**src/rtl/uart_autobaud.sv**
```systemverilog
// uart_autobaud: times a 0x55 sync character on rx and derives the matching UBRR divisor.
// The interval from the 1st to the 5th falling edge is 8 bit periods, so
// UBRR = floor(8 * CPU_freq / count).
module uart_autobaud #(
    parameter int unsigned CPU_freq   = 'd100000000,
    parameter int unsigned CNT_W      = 32,
    parameter int unsigned DIV_W      = 36,
    parameter logic [11:0] UBRR_RESET = 12'd1
) (
    input  logic        clk,
    input  logic        rst,
    input  logic        rx,
    input  logic        start,
    output logic [11:0] UBRR,
    output logic        ubrr_valid,
    output logic        err,
    output logic        busy
);

    localparam int unsigned UBRR_W = 12;
    localparam int unsigned EDGE_W = 3;
    localparam int unsigned DC_W   = $clog2(DIV_W + 1);

    localparam logic [63:0]       DIVIDEND_64 = 64'(CPU_freq) * 64'd8;
    localparam logic [DIV_W-1:0]  DIVIDEND    = DIV_W'(DIVIDEND_64);
    // Value of the counter in the cycle before it reaches 2^CNT_W-1.
    localparam logic [CNT_W-1:0]  CNT_TMO     = ~CNT_W'(1);

    typedef enum logic [2:0] {
        IDLE,
        WAIT_START,
        MEASURE,
        DIVIDE,
        DONE
    } state_t;

    state_t              state;
    logic                rx_meta;
    logic                rx_sync;
    logic                rx_prev;
    logic                fall;
    logic [CNT_W-1:0]    cnt;
    logic [CNT_W-1:0]    meas;
    logic [EDGE_W-1:0]   edge_cnt;
    logic [DC_W-1:0]     div_cnt;
    logic [DIV_W-1:0]    dvd;
    logic [DIV_W-1:0]    quo;
    logic [CNT_W-1:0]    rem;
    logic [CNT_W:0]      rem_s;
    logic [CNT_W-1:0]    diff;
    logic                ge;

    // One restoring-divider step: shift in the next dividend bit and trial-subtract.
    assign rem_s = {rem, dvd[DIV_W-1]};
    assign ge    = (rem_s >= {1'b0, meas});
    assign diff  = rem_s[CNT_W-1:0] - meas;
    assign fall  = rx_prev & ~rx_sync;

    // Two-flop synchronizer plus previous-sample register for falling-edge detection.
    always_ff @(posedge clk) begin
        if (rst) begin
            rx_meta <= 1'b1;
            rx_sync <= 1'b1;
            rx_prev <= 1'b1;
        end else begin
            rx_meta <= rx;
            rx_sync <= rx_meta;
            rx_prev <= rx_sync;
        end
    end

    // Control FSM: arm, measure 8 bit periods, divide, publish the result.
    always_ff @(posedge clk) begin
        if (rst) begin
            state      <= IDLE;
            UBRR       <= UBRR_RESET;
            ubrr_valid <= 1'b0;
            err        <= 1'b0;
            busy       <= 1'b0;
            cnt        <= '0;
            meas       <= '0;
            edge_cnt   <= '0;
            div_cnt    <= '0;
            dvd        <= '0;
            quo        <= '0;
            rem        <= '0;
        end else begin
            ubrr_valid <= 1'b0;
            err        <= 1'b0;
            case (state)
                IDLE: begin
                    if (start) begin
                        busy  <= 1'b1;
                        state <= WAIT_START;
                    end
                end
                WAIT_START: begin
                    if (fall) begin
                        cnt      <= '0;
                        edge_cnt <= EDGE_W'(1);
                        state    <= MEASURE;
                    end
                end
                MEASURE: begin
                    cnt <= cnt + CNT_W'(1);
                    if (fall && edge_cnt == EDGE_W'(4)) begin
                        // cnt trails the cycle count by one; latch the full interval.
                        meas     <= cnt + CNT_W'(1);
                        edge_cnt <= EDGE_W'(5);
                        div_cnt  <= '0;
                        state    <= DIVIDE;
                    end else begin
                        if (fall) begin
                            edge_cnt <= edge_cnt + EDGE_W'(1);
                        end
                        if (cnt == CNT_TMO) begin
                            err   <= 1'b1;
                            busy  <= 1'b0;
                            state <= IDLE;
                        end
                    end
                end
                DIVIDE: begin
                    if (div_cnt == '0) begin
                        // First cycle screens out too-short intervals and loads the divider.
                        if (meas < CNT_W'(8)) begin
                            err   <= 1'b1;
                            busy  <= 1'b0;
                            state <= IDLE;
                        end else begin
                            dvd     <= DIVIDEND;
                            rem     <= '0;
                            quo     <= '0;
                            div_cnt <= DC_W'(1);
                        end
                    end else begin
                        dvd     <= dvd << 1;
                        rem     <= ge ? diff : rem_s[CNT_W-1:0];
                        quo     <= {quo[DIV_W-2:0], ge};
                        div_cnt <= div_cnt + DC_W'(1);
                        if (div_cnt == DC_W'(DIV_W)) begin
                            state <= DONE;
                        end
                    end
                end
                DONE: begin
                    // Only a quotient that fits 1..4095 may reach the generator.
                    if (quo != '0 && quo[DIV_W-1:UBRR_W] == '0) begin
                        UBRR       <= quo[UBRR_W-1:0];
                        ubrr_valid <= 1'b1;
                    end else begin
                        err <= 1'b1;
                    end
                    busy  <= 1'b0;
                    state <= IDLE;
                end
                default: begin
                    busy  <= 1'b0;
                    state <= IDLE;
                end
            endcase
        end
    end

endmodule

```
**config.mk**
```make
export PLATFORM = sky130hd
export DESIGN_NAME = uart_autobaud
export DESIGN_NICKNAME = d
export VERILOG_FILES = /design/src/rtl/uart_autobaud.sv
export SDC_FILE = /design/constraint.sdc
export NUM_CORES = 1
export LEC_CHECK = 0
export CORE_UTILIZATION = 40
export CTS_BUF_LIST = sky130_fd_sc_hd__clkbuf_4
export CTS_CLUSTER_DIAMETER = 120
export CTS_CLUSTER_SIZE = 8
export DETAILED_ROUTE_END_ITERATION = 6
export SYNTH_ARGS = -nofsm -noshare
export SYNTH_HDL_FRONTEND = slang
export SYNTH_SLANG_ARGS = --single-unit
```
**constraint.sdc**
```tcl
create_clock -name clk -period 4 [get_ports clk]
set_clock_uncertainty 0.05 [all_clocks]
set_input_delay 1.2 -clock clk [delete_from_list [all_inputs] [get_ports clk]]
set_output_delay 1.2 -clock clk [all_outputs]
set_load 0.05 [all_outputs]
```
# After elaboration in Yosys (flattened, before gate mapping)
# Cells that the tools add are included.
[classes] addsub=4 n_mul=0 div_mod_pow=0 n_lt_le_gt_ge=2 eq_ne=20 shifts=0 muxes=38 bitwise_logic=4 reduce_logical=17
[op_table] op="$mux W36" count=4
[op_table] op="$mux W32" count=4
[op_table] op="$pmux W32 S2" count=1
[op_table] op="$reduce_bool A36 Y1" count=1
[op_table] op="$ge A33 B32 Y1" count=1
[op_table] op="$add A32 B1 Y32 const B" count=1
[op_table] op="$eq A32 B32 Y1 const B" count=1
[op_table] op="$lt A32 B4 Y1 const B" count=1
[op_table] op="$sub A32 B32 Y32" count=1
[op_table] op="$mux W3" count=10
[op_table] op="$logic_not A24 Y1" count=1
[op_table] op="$mux W6" count=3
[op_table] op="$ne A2 B2 Y1 const B" count=8
[op_table] op="$ne A3 B3 Y1 const B" count=5
[op_table] op="$pmux W3 S4" count=1
[op_table] op="$pmux W6 S2" count=1
[op_table] op="$mux W1" count=11
[op_table] op="$reduce_and A2 Y1" count=4
[op_table] op="$add A6 B1 Y6 const B" count=1
[op_table] op="$eq A3 B2 Y1 const B" count=2
[op_table] op="$eq A3 B3 Y1 const B" count=2
[op_table] op="$eq A6 B6 Y1 const B" count=1
[op_table] op="$logic_not A6 Y1" count=1
[op_table] op="$pmux W3 S2" count=1
[op_table] op="other kinds (13)" count=18
[totals] register_bits=198 latch_bits=0 mem_bits_rw=0 mem_bits_ro=0 input_bits=4 out_inout_bits=15 memories=0

# Depth between registers and ports, before layout
[logic_depth] depth_word=5 ltp_mapped=13 ltp_nobuf=11

# Worst setup path before layout
# OpenSTA, ideal clock, no wires.
[synth_path] path_kind="register to register" from="register dvd[35]" to="register rem[26]" setup_ns=0.069 arrival_time_ns=2.539 required_ns=3.881 path_slack_ns=1.342 stages_incl_launch_ff=12 synth_period_minus_slack_ns=2.658 cell_sequence="dfxtp_1 > inv_1 > ha_1 > fa_1 > nand2b_1 > a211oi_1 > nor3_1 > o21ai_1 > o21a_1 > nor4_1 > or4_1 > o21ai_1"
[synth_via] elab_chain_len=3 word_cells_on_any_way=4 cone_classes="add/sub: 1; order compare: 1; mux: 2"
[synth_rtl] item="start, declared" line_no="46" text="logic [DIV_W-1:0] dvd;"
[synth_rtl] item="start signal, assigned" line_no="137" text="dvd <= dvd << 1;"
[synth_rtl] item="$sub A32 B32 Y32 or $ge A33 B32 Y1 (tied branches)" line_no="56, 55"
[synth_rtl] item="$mux W32 *" line_no="138" text="rem <= ge ? diff : rem_s[CNT_W-1:0];"
[synth_rtl] item="$mux W32 *" line_no="124" text="if (div_cnt == '0) begin"
[synth_rtl] item="end signal, assigned" line_no="138"
[synth_rtl] item="end, declared" line_no="48" text="logic [CNT_W-1:0] rem;"
# Every way passes the cells marked *; elsewhere a longest branch is shown, timed or not.
# A chain may end at the register's enable or synchronous reset.

# Final worst setup path
[layout_path] from="register meas[6]" to="register rem[13]"
[layout_via] elab_chain_len=3 word_cells_on_any_way=7 cone_classes="add/sub: 1; order compare: 2; eq/ne: 1; mux: 2; reduce/logical: 1"
[layout_rtl] item="start, declared" line_no="43" text="logic [CNT_W-1:0] meas;"
[layout_rtl] item="start signal, assigned" line_no="108" text="meas <= cnt + CNT_W'(1);"
[layout_rtl] item="$sub A32 B32 Y32 (tied with other cells)" line_no="56" text="assign diff = rem_s[CNT_W-1:0] - meas;"
[layout_rtl] item="$mux W32 or $ne A2 B2 Y1 (tied branches)"
[layout_rtl] item="$mux W32 or $reduce_and A2 Y1 (tied branches)"
# Several ways; a longest one is shown, not always the timed one.

==> flow_summary.toml <==
[routing]
wl_um = 23000
wire_per_inst_um = 15.2
drc = 0
vias_per_cell = 5.45
dr.pass1.iters = 5
drt_iter0_drc = 554
vias = 8222
drtAntennaViolNets = 0

[synth]
syn-num-nets = 1239
synth_edf_count = 0
avgSynthCellArea_um2 = 8.08
async_flop_share = 0
seq_area_frac_synth = 0.388
ys.flop_type = "dfxtp_1"
synthDistinctLibCells = 58
ys_ff_latch = 187
syn-cell-area_um2 = 9660
synthCells = 1196
yosysWarnings = 0

[global_route]
grt_first_pass_wirelength_um = 37900
globalRouteMet2Util = 0.307
grt-busiest-layer = "met2"
grt_pass1_vias = 7475
use_met3 = 0.0284
grt_antenna_before_repair = 1
grt_max_degree = 137
grtUsageMet1 = 0.266
gr-total-overflow = 0
grt_use_total = 0.190

[critical_path]
regToRegSetupSlack_ps = 650
path_class = "flop to flop"
worstPathCellList = "inv_1 -> ha_1 -> a21o_1 -> a21oi_1 -> o21ai_0 -> o21ai_1 -> nand3_1 -> a221oi_4 -> buf_4 -> mux2i_1 -> o21ai_0"
startpoint_type = "flop"
worstPathMaxFanout = 15
crit_start = "meas[6]$_SDFFE_PP0P_"
cp.required_ps = 4420
slowest_delay_ps = 720
arrival_ps = 3770
rr_worst_depth = 11
slowest_stage = "a221oi_4"
r2r_end = "rem[13]$_SDFFE_PP0P_"
r2r-start = "meas[6]$_SDFFE_PP0P_"
crit_path_end_kind = "flop"
cp_common_cell = "o21ai_0"

[sta]
finalSetupTns_ps = 0
period_share = 0.838
tightestPinTransition_ps = 1020
min_period_ps = 3350
slew_headroom = 0.321
rsz0062_at_grt = "no"
setup_slack_ps = 648
whs_ps = 415
hold_viol_final = 0
setup_viol = 0
clock.fmax_mhz = 298
slew_violations = 0

[cts]
root_buffer = "clkbuf_4"
path_clk_slew_ps = 200
numCtsBuffers = 17
cts_resized = 0
htree_levels = 4
cts_tree = "built"
cts_setup_buffers = 0
clk_path_buf_depth = 2
worstSkewPairLatency_ps = 600
cts-hold-fix-buffers = 0
cts_sinks = 187

[floorplan]
die_x_um = 157
die_y_um = 157
initial_core_util = 0.409
dieArea_um2 = 24800
core_region_area_um2 = 23600
fp-row-count = 56
ioPinCount = 19

[final_layout]
multiInputGateArea_um2 = 5480
final_area_um2 = 10400
regArea_um2 = 3740
area_delta_synth_final_pct = 8.04
nFillCells = 2387
fin_nets = 1220
drive_above_1_share = 0.0521

[placed_design]
routabilityCongestion = 0.863
io_buffers = 18
preCtsSetupSlack_ps = 676
dpl.hpwl_um = 16000
dpl_cell_area_um2 = 10100

[run_status]
status = "finished clean"

[flow_run]
cap_violations = 0

[power]
powerDensity_nw_per_um2 = 333
max-vdd-ir-drop_uv = 294
p_leak_nw = 3.76

[min_path]
hold_path_depth = 1
hold_class = "flop to flop"
min_to = "rx_sync$_SDFF_PP1_"
min_from = "rx_meta$_SDFF_PP1_"
-- cells by family (layout without fill, tap and decap cells) --
group	count (synthesis)	after routing	share of synthesized area
adders and majority gates	39	39	0.0513
buffers and inverters	119	113	0.0497
and+or+nand+nor	449	449	0.215
xor gates and xnor gates	60	60	0.0544
other	0	1	0
DFF	187	187	0.388
AOI/OAI and AO/OA	306	306	0.205
muxes	36	36	0.0373
-- critical path, delay by kind of cell (launching register included) --
family / cells / cell delay, ps
flops: 1 / 360
buf+inv: 2 / 430
mux: 1 / 210
compound gates: 6 / 1590
simple gates: 1 / 200
fa+ha+maj: 1 / 370
-- layer usage --
layer | share of wire | wire length (um)
met5 | 0 | 0
met1 | 0.50 | 11400
met4 | 0.0065 | 149
met3 | 0.033 | 760
met2 | 0.46 | 10600
-- area by class of cell --
cell class	instances	share of cell area
Multi-Input combinational cell	890	0.525
Sequential cell	187	0.359
Tap cell	319	0.0382
Timing Repair Buffer	31	0.0276
Clock inverter	15	0.0205
Inverter	50	0.0180
Clock buffer	17	0.0122
Antenna cell	1	0.000240
-- metrics by stage --
stage                     utilization  power, mW  std cells
after floorplan                     -       2.23       1196
after global placement          0.427       2.33       1477
after detailed placement        0.427       2.33       1477
after CTS                       0.442       3.52       1509
after global routing            0.442       3.65       1510
final                           0.442       3.48       1510
-- how the worst max path moves through the flow --
stage	end	slack [ps]	depth (start not counted)
global route	rem[1]$_SDFFE_PP0P_	390	11
CTS	rem[13]$_SDFFE_PP0P_	670	11
floorplan	rem[26]$_SDFFE_PP0P_	1340	11
detailed placement	rem[13]$_SDFFE_PP0P_	680	11
finish	rem[13]$_SDFFE_PP0P_	650	11
global placement	rem[12]$_SDFFE_PP0P_	730	11
-- cell usage in the layout, fill, tap and decap left out, types with 10 or more instances in the layout --
cell and count:
inv_1 50, nor4_1 18, dfxtp_1 187, and3_1 20, ha_1 38, nand3_1 29
a22oi_1 67, nand2_1 77, nor2_1 205, nand4_1 17, or3_1 15, xor2_1 30
nand2b_1 10, mux2i_1 36, buf_4 13, o21ai_0 52, a211oi_1 33, a21oi_1 66
clkdlybuf4s50_1 17, xnor2_1 30, a21o_1 12, nor3_1 27, clkbuf_4 17, o21ai_1 27
-- synthesized netlist by cell type (27+ instances only) --
| cell | number | area share |
|---|---|---|
| ha_1 | 38 | 0.049 |
| nand3_1 | 29 | 0.015 |
| o21ai_0 | 52 | 0.027 |
| nand2_1 | 77 | 0.030 |
| xor2_1 | 30 | 0.027 |
| mux2i_1 | 36 | 0.037 |
| a21oi_1 | 67 | 0.035 |
| a22oi_1 | 67 | 0.052 |
| o21ai_1 | 27 | 0.014 |
| a211oi_1 | 33 | 0.026 |
| inv_1 | 50 | 0.019 |
| xnor2_1 | 30 | 0.027 |
| nor3_1 | 27 | 0.014 |
| clkbuf_1 | 53 | 0.021 |
| dfxtp_1 | 187 | 0.39 |
| nor2_1 | 207 | 0.080 |
-- flip-flops by register name, indices dropped and copies added, names as in the netlist --
name / count
err: 1
rx_prev: 1
meas: 32
quo: 36
busy: 1
div_cnt: 6
cnt: 32
UBRR: 12
dvd: 25
rem: 32
ubrr_valid: 1
rx_sync: 1
rx_meta: 1
edge_cnt: 3
state: 3
-- power breakdown --
group | leakage [nW] | internal [mW] | switching (mW) | total, mW
Clock | 0.177 | 0.336 | 0.844 | 1.18
Sequential | 1.51 | 1.89 | 0.0397 | 1.93
Combinational | 2.08 | 0.114 | 0.260 | 0.374
Power figures use the tool's default switching activity.
